## src/rtl/fetch_pkg.sv

```systemverilog
`default_nettype none
// ============================================================================
// Module      : fetch_pkg
// Description : Shared constants and the prefetch-buffer entry type used by
//               the instruction fetch unit and its prefetch FIFO.
// Revision    : 1.0 - initial release
// ============================================================================
package fetch_pkg;

  // Instruction and address width of the fetch path.
  localparam int c_INSTR_W = 32;

  // Byte distance between consecutive sequential fetches.
  localparam int c_PC_STEP = 4;

  // Default PC loaded on reset.
  localparam logic [c_INSTR_W-1:0] c_RESET_PC = 32'h0000_0000;

  // One prefetched instruction together with the address it came from.
  typedef struct packed {
    logic [c_INSTR_W-1:0] pc;
    logic [c_INSTR_W-1:0] instr;
  } fetch_entry_t;

endpackage
`default_nettype wire

```

## src/rtl/fetch_fifo.sv

```systemverilog
`default_nettype none
// ============================================================================
// Module      : fetch_fifo
// Description : Synchronous prefetch FIFO of fetch_entry_t. The head entry is
//               held in a register so the consumer sees flop outputs. Flush
//               has priority over push and pop.
// Revision    : 1.0 - initial release
// ============================================================================
module fetch_fifo
  import fetch_pkg::*;
#(
  parameter int DEPTH = 4
) (
  input  logic                   clk,
  input  logic                   rst,
  input  logic                   push,
  input  fetch_entry_t           push_entry,
  input  logic                   pop,
  input  logic                   flush,
  output logic                   full,
  output logic                   empty,
  output logic [$clog2(DEPTH):0] count,
  output fetch_entry_t           head
);

  localparam int c_PTR_W = $clog2(DEPTH);
  localparam int c_CNT_W = c_PTR_W + 1;
  localparam logic [c_CNT_W-1:0] c_DEPTH_CNT = c_CNT_W'(DEPTH);

  fetch_entry_t        r_mem [DEPTH];
  fetch_entry_t        r_head;
  logic [c_PTR_W-1:0]  r_rd_ptr;
  logic [c_PTR_W-1:0]  r_wr_ptr;
  logic [c_CNT_W-1:0]  r_count;

  logic                w_do_push;
  logic                w_do_pop;
  logic [c_PTR_W-1:0]  w_rd_ptr_inc;
  logic [c_CNT_W-1:0]  w_count_after_pop;

  assign full  = (r_count == c_DEPTH_CNT);
  assign empty = (r_count == '0);
  assign count = r_count;
  assign head  = r_head;

  // A pop on an empty FIFO is ignored; a push into a full FIFO only lands
  // when the same cycle also frees the head slot.
  assign w_do_pop          = pop && !empty;
  assign w_do_push         = push && (!full || w_do_pop);
  assign w_rd_ptr_inc      = r_rd_ptr + c_PTR_W'(1);
  assign w_count_after_pop = r_count - c_CNT_W'(w_do_pop);

  // Storage array: written at the tail, never reset (contents gated by count).
  always_ff @(posedge clk) begin
    if (w_do_push && !flush) begin
      r_mem[r_wr_ptr] <= push_entry;
    end
  end

  // Pointers, occupancy and the registered head entry.
  always_ff @(posedge clk or posedge rst) begin
    if (rst) begin
      r_rd_ptr <= '0;
      r_wr_ptr <= '0;
      r_count  <= '0;
      r_head   <= '0;
    end else if (flush) begin
      r_rd_ptr <= '0;
      r_wr_ptr <= '0;
      r_count  <= '0;
    end else begin
      if (w_do_push) begin
        r_wr_ptr <= r_wr_ptr + c_PTR_W'(1);
      end
      if (w_do_pop) begin
        r_rd_ptr <= w_rd_ptr_inc;
      end
      r_count <= w_count_after_pop + c_CNT_W'(w_do_push);
      // The next head is the following stored entry, or the incoming one
      // when the FIFO would otherwise run empty.
      if (w_do_pop) begin
        if (w_count_after_pop != '0) begin
          r_head <= r_mem[w_rd_ptr_inc];
        end else if (w_do_push) begin
          r_head <= push_entry;
        end
      end else if (empty && w_do_push) begin
        r_head <= push_entry;
      end
    end
  end

`ifndef SYNTHESIS
  // Upstream credit accounting guarantees a free slot for every push.
  a_no_overflow : assert property (@(posedge clk) disable iff (rst)
    !(push && full && !pop && !flush));
`endif

endmodule
`default_nettype wire

```

## src/rtl/fetch_unit.sv

```systemverilog
`default_nettype none
// ============================================================================
// Module      : fetch_unit
// Description : Instruction-fetch initiator. Owns the PC, issues word-aligned
//               reads with a bounded number in flight, reserves a prefetch
//               slot per live request, and hands {pc, instr} to decode over
//               valid/ready. Redirects flush the buffer and discard stale
//               in-flight responses.
//               Optional build macro FETCH_MISALIGN_TRAP_EN: adds the
//               fetch_misaligned output and stalls fetch after a redirect to
//               an unaligned PC; without it redirect_pc[1:0] is forced to 00.
// Revision    : 1.0 - initial release
// ============================================================================
module fetch_unit
  import fetch_pkg::*;
#(
  parameter int                     DATA_WIDTH      = c_INSTR_W,
  parameter logic [DATA_WIDTH-1:0]  RESET_PC        = DATA_WIDTH'(c_RESET_PC),
  parameter int                     FIFO_DEPTH      = 4,
  parameter int                     MAX_OUTSTANDING = 2
) (
  input  logic                  clk,
  input  logic                  reset,
  output logic                  imem_req,
  output logic [DATA_WIDTH-1:0] imem_addr,
  input  logic                  imem_gnt,
  input  logic                  imem_rvalid,
  input  logic [DATA_WIDTH-1:0] imem_rdata,
  input  logic                  redirect,
  input  logic [DATA_WIDTH-1:0] redirect_pc,
  output logic                  instr_valid,
  input  logic                  instr_ready,
  output logic [DATA_WIDTH-1:0] instr,
  output logic [DATA_WIDTH-1:0] instr_pc
`ifdef FETCH_MISALIGN_TRAP_EN
  ,
  output logic                  fetch_misaligned
`endif
);

  localparam int c_OUT_W = $clog2(MAX_OUTSTANDING + 1);
  localparam int c_CNT_W = $clog2(FIFO_DEPTH) + 1;
  localparam int c_SUM_W = ((c_CNT_W > c_OUT_W) ? c_CNT_W : c_OUT_W) + 1;
  localparam logic [c_OUT_W-1:0]    c_OUT_MAX   = c_OUT_W'(MAX_OUTSTANDING);
  localparam logic [c_SUM_W-1:0]    c_SUM_DEPTH = c_SUM_W'(FIFO_DEPTH);
  localparam logic [DATA_WIDTH-1:0] c_STEP      = DATA_WIDTH'(c_PC_STEP);

  logic [DATA_WIDTH-1:0] r_pc;
  logic [DATA_WIDTH-1:0] r_resp_pc;
  logic [c_OUT_W-1:0]    r_outstanding;
  logic [c_OUT_W-1:0]    r_drop;

  logic [c_OUT_W-1:0]    w_outstanding_nxt;
  logic [c_SUM_W-1:0]    w_reserved;
  logic [c_CNT_W-1:0]    w_fifo_count;
  logic                  w_fifo_full;
  logic                  w_fifo_empty;
  logic                  w_req;
  logic                  w_grant;
  logic                  w_live_resp;
  logic                  w_pop;
  logic                  w_trap;
  logic                  w_unused;
  logic [DATA_WIDTH-1:0] w_redirect_pc;
  fetch_entry_t          w_push_entry;
  fetch_entry_t          w_head;

  // Slots already spoken for: buffered entries plus live (non-stale) requests.
  assign w_reserved = c_SUM_W'(w_fifo_count) + c_SUM_W'(r_outstanding)
                    - c_SUM_W'(r_drop);

  assign w_req = !reset && !redirect && !w_trap
              && (r_outstanding < c_OUT_MAX)
              && (w_reserved < c_SUM_DEPTH);

  assign w_grant     = w_req && imem_gnt;
  // A response arriving during a redirect belongs to the old stream.
  assign w_live_resp = imem_rvalid && (r_drop == '0) && !redirect;
  assign w_pop       = instr_valid && instr_ready && !redirect;

  assign w_outstanding_nxt = r_outstanding + c_OUT_W'(w_grant)
                           - c_OUT_W'(imem_rvalid);

  assign imem_req  = w_req;
  assign imem_addr = r_pc;

  assign w_push_entry.pc    = c_INSTR_W'(r_resp_pc);
  assign w_push_entry.instr = c_INSTR_W'(imem_rdata);

  assign instr_valid = !w_fifo_empty;
  assign instr       = DATA_WIDTH'(w_head.instr);
  assign instr_pc    = DATA_WIDTH'(w_head.pc);

`ifdef FETCH_MISALIGN_TRAP_EN
  logic r_misaligned;

  // Trap flag follows the alignment of the most recent redirect target.
  always_ff @(posedge clk or posedge reset) begin
    if (reset) begin
      r_misaligned <= 1'b0;
    end else if (redirect) begin
      r_misaligned <= (redirect_pc[1:0] != 2'b00);
    end
  end

  assign fetch_misaligned = r_misaligned;
  assign w_trap           = r_misaligned;
  assign w_redirect_pc    = redirect_pc;
  assign w_unused         = w_fifo_full;
`else
  assign w_trap        = 1'b0;
  assign w_redirect_pc = {redirect_pc[DATA_WIDTH-1:2], 2'b00};
  assign w_unused      = w_fifo_full ^ (^redirect_pc[1:0]);
`endif

  // Fetch PC, response PC tracking, in-flight and stale-response counters.
  always_ff @(posedge clk or posedge reset) begin
    if (reset) begin
      r_pc          <= RESET_PC;
      r_resp_pc     <= RESET_PC;
      r_outstanding <= '0;
      r_drop        <= '0;
    end else begin
      r_outstanding <= w_outstanding_nxt;
      if (redirect) begin
        // Everything still unanswered after this cycle is stale.
        r_pc      <= w_redirect_pc;
        r_resp_pc <= w_redirect_pc;
        r_drop    <= w_outstanding_nxt;
      end else begin
        if (w_grant) begin
          r_pc <= r_pc + c_STEP;
        end
        if (w_live_resp) begin
          r_resp_pc <= r_resp_pc + c_STEP;
        end
        if (imem_rvalid && (r_drop != '0)) begin
          r_drop <= r_drop - c_OUT_W'(1);
        end
      end
    end
  end

  fetch_fifo #(
    .DEPTH      (FIFO_DEPTH)
  ) u_fifo (
    .clk        (clk),
    .rst        (reset),
    .push       (w_live_resp),
    .push_entry (w_push_entry),
    .pop        (w_pop),
    .flush      (redirect),
    .full       (w_fifo_full),
    .empty      (w_fifo_empty),
    .count      (w_fifo_count),
    .head       (w_head)
  );

`ifndef SYNTHESIS
  a_outstanding_max : assert property (@(posedge clk) disable iff (reset)
    r_outstanding <= c_OUT_MAX);
  a_drop_bounded : assert property (@(posedge clk) disable iff (reset)
    r_drop <= r_outstanding);
`endif

endmodule
`default_nettype wire

```

## config.mk

```make
export PLATFORM = sky130hd
export DESIGN_NAME = fetch_unit
export DESIGN_NICKNAME = d
export VERILOG_FILES = /design/src/rtl/fetch_pkg.sv /design/src/rtl/fetch_fifo.sv /design/src/rtl/fetch_unit.sv
export SDC_FILE = /design/constraint.sdc
export NUM_CORES = 1
export LEC_CHECK = 0
export CAP_MARGIN = 20
export CORE_ASPECT_RATIO = 1.75
export CORE_MARGIN = 5
export CORE_UTILIZATION = 25
export DETAILED_ROUTE_END_ITERATION = 7
export PLACE_DENSITY = 0.52
export SLEW_MARGIN = 5
export SYNTH_ARGS = -nofsm -noshare
export SYNTH_HDL_FRONTEND = slang
export SYNTH_SLANG_ARGS = --single-unit
```

## constraint.sdc

```tcl
create_clock -name clk -period 4 [get_ports clk]
set_input_delay 0.4 -clock clk [delete_from_list [all_inputs] [get_ports clk]]
set_output_delay 0.4 -clock clk [all_outputs]
set_load 0.02 [all_outputs]
```

==> flow_metrics.py <==
metrics = {
    "timing": {
        "post-route-period-util": 0.941,
        "fin_setup_tns_ps": 0,
        "setup_ws_ps": 237,
        "fin_worst_skew_ps": 23.1,
        "final-setup-viol-count": 0,
        "slew_viol_final": 0,
        "tightestPinTransition_ps": 1040,
        "fin_crit_ps": 3760,
        "fmax_ghz": 0.266,
        "rsz0062_at_grt": "false",
        "hold_viol": 0,
        "slew_headroom": 0.304,
        "hold_slack_ps": 424,
    },
    "worst_setup_path": {
        "critical_path_required_ps": 3600,
        "crit_start": "u_fifo.count[1]",
        "cp.arrival_ps": 3360,
        "cp-start-kind": "flop",
        "critical_path_class": "flop to output port",
        "rr_worst_depth": 10,
        "endpoint_kind": "output port",
        "regToRegStartpoint": "u_fifo.count[2]",
        "path_max_fanout": 3,
        "reg2reg_setup_slack_ps": 400,
    },
    "clock_network": {
        "root_buffer": "clkbuf_16",
        "cts_num_sinks": 381,
        "numCtsBuffers": 40,
        "cts_tree": "yes",
        "insertion_delay_ps": 580,
        "clkTransAtPathRegs_ps": 60,
        "h-tree-depth": 2,
        "clock_path_buffers": 3,
    },
    "floorplanning": {
        "io_pins": 168,
        "dieArea_mm2": 0.0702,
        "rows": 123,
        "die_y_um": 347,
        "initial_utilization": 0.252,
        "core_mm2": 0.0643,
        "dieWidth_um": 202,
    },
    "power_and_ir_drop": {
        "power_mw": 12.2,
        "powerDensity_mw_per_mm2": 601,
        "p_leak_nw": 6.86,
        "ir_drop_v": 0.000406,
    },
    "global_route": {
        "grtUsageTotal": 0.113,
        "grt_pass1_vias": 9953,
        "grt_pass1_wl_um": 61600,
        "grt.overflow.total": 0,
        "antenna_found_initial": 0,
        "grt_max_degree": 71,
    },
    "routing": {
        "routed_wl_um": 39600,
        "drc": 0,
        "vias": 9072,
        "first_pass_iters": 5,
        "dr.first_iter.drc_count": 309,
        "wl_per_cell_um": 19.8,
        "avgViaCountPerCell": 4.54,
        "antenna_left": 0,
    },
    "place": {
        "place_congestion": 0.799,
        "dp.cells": 1922,
        "pre_cts_ws_ps": 319,
        "port_buffers": 161,
        "dpl_cell_area_mm2": 0.0189,
        "detailed_place_hpwl_um": 24900,
    },
    "hold_path": {
        "hp-start": "redirect_pc[29]",
        "hold_path_class": "input pin to flop",
        "whs_path_depth": 3,
    },
    "yosys": {
        "synth_edf_count": 248,
        "ys_async_sr_fraction": 0.349,
        "synth_area_mm2": 0.0162,
        "avgSynthCellArea_um2": 16.6,
        "ys_seq_area_frac": 0.665,
        "yosys_warnings": 0,
        "synthDistinctLibCells": 57,
        "synthFlopType": "edfxtp_1",
        "synth_seq_cells": 381,
        "postSynthCellCount": 974,
    },
    "finish": {
        "layout.nets": 1240,
        "fill_cells": 6381,
        "final_cells": 1997,
        "layout.cells.most_common_list": "edfxtp_1, clkdlybuf4s50_1, dfrtp_1",
        "layout_commonest_cell": "edfxtp_1",
        "drive_gt1_frac": 0.246,
        "n_antenna_cell": 0,
        "area_delta_synth_final_pct": 25.3,
        "utilization": 0.316,
        "design_area_mm2": 0.0203,
    },
    "job": {
        "drv_cap": 0,
    },
    "status": {
        "status": "finished, final reports clean",
    },
}
## flip-flops by register name, indices dropped and copies added, names as in the netlist
signal	cells
u_fifo.count	3
u_fifo.r_wr_ptr	2
r_resp_pc	30
imem_addr	30
r_drop	2
u_fifo.r_mem	248
u_fifo.head	62
u_fifo.r_rd_ptr	2
r_outstanding	2
## where the power goes
part	internal, mW	total [mW]	switching [mW]
logic	1.62	3.17	1.55
clock network	2.19	3.81	1.61
registers	4.78	5.22	0.445
total	8.60	12.2	3.61
## final timing paths
path / end
max in group asynchronous: r_resp_pc[2]
max: imem_req
min reg2reg: u_fifo.head[18]
max reg2reg: u_fifo.head[12]
min in group asynchronous: imem_addr[9]
min: imem_addr[29]
## cell families (layout without fill, tap and decap cells)
family | after synthesis | in the layout | share of synthesized area
mux | 201 | 201 | 0.182
compound gates | 86 | 86 | 0.0385
xor+xnor | 44 | 44 | 0.0238
simple gates | 166 | 166 | 0.0566
other cells | 1 | 4 | 0.000231
buf+inv | 78 | 286 | 0.0199
fa+ha+maj | 17 | 17 | 0.0136
flops | 381 | 381 | 0.665
## area by class of cell
class | instances | area (um^2) | share of cell area
sequential | 381 | 10800 | 0.531
multi-input combinational | 518 | 5150 | 0.254
timing repair buffer | 184 | 1880 | 0.0928
clock buffer | 60 | 1180 | 0.0579
tap | 812 | 1020 | 0.0500
clock inverter | 14 | 180 | 0.00888
inverter | 28 | 110 | 0.00542
## layer usage
| layer | global-route usage | routed length [um] |
|---|---|---|
| met1 | 0.136 | 16500 |
| met2 | 0.199 | 20000 |
| met3 | 0.0271 | 1960 |
| met4 | 0.0409 | 1190 |
| met5 | 0 | 0 |
## what timing repair did
item / in CTS / in global routing
gates resized for setup: 0 / 0
buffers inserted: 1 / 0
hold buffers: 0 / 0
endpoints found under the setup margin: 1 / 0
## cell usage after synthesis (all sizes together) (4+ instances only)
| library cell | number | share of area |
|---|---|---|
| nor2 | 33 | 0.0076 |
| nand2 | 28 | 0.0065 |
| or3 | 12 | 0.0049 |
| nor2b | 4 | 0.0015 |
| xor2 | 5 | 0.0027 |
| mux4 | 62 | 0.086 |
| buf | 24 | 0.0074 |
| o211ai | 4 | 0.0019 |
| o31a | 17 | 0.0092 |
| xnor2 | 39 | 0.021 |
| nand2b | 11 | 0.0042 |
| and2 | 8 | 0.0031 |
| mux2i | 4 | 0.0025 |
| dfrtp | 133 | 0.21 |
| and4 | 5 | 0.0027 |
| ha | 16 | 0.012 |
| clkbuf | 26 | 0.0060 |
| inv | 28 | 0.0065 |
| nor3 | 14 | 0.0043 |
| nand4 | 10 | 0.0042 |
| nand3 | 16 | 0.0049 |
| a21boi | 11 | 0.0051 |
| a21oi | 17 | 0.0053 |
| nor4 | 12 | 0.0056 |
| a31oi | 10 | 0.0039 |
| mux2 | 135 | 0.094 |
| edfxtp | 248 | 0.46 |
| o21ai | 13 | 0.0040 |
| and3 | 6 | 0.0023 |
## critical path, cell delays in order, from the launching register on
cell and delay (ps):
dfrtp_1 370, inv_1 100, fa_1 480, inv_1 40, ha_1 280, and3b_1 220
nor4_4 360, nor2_1 130, nor4_1 180, clkdlybuf4s50_1 650
Power figures use the tool's default switching activity.
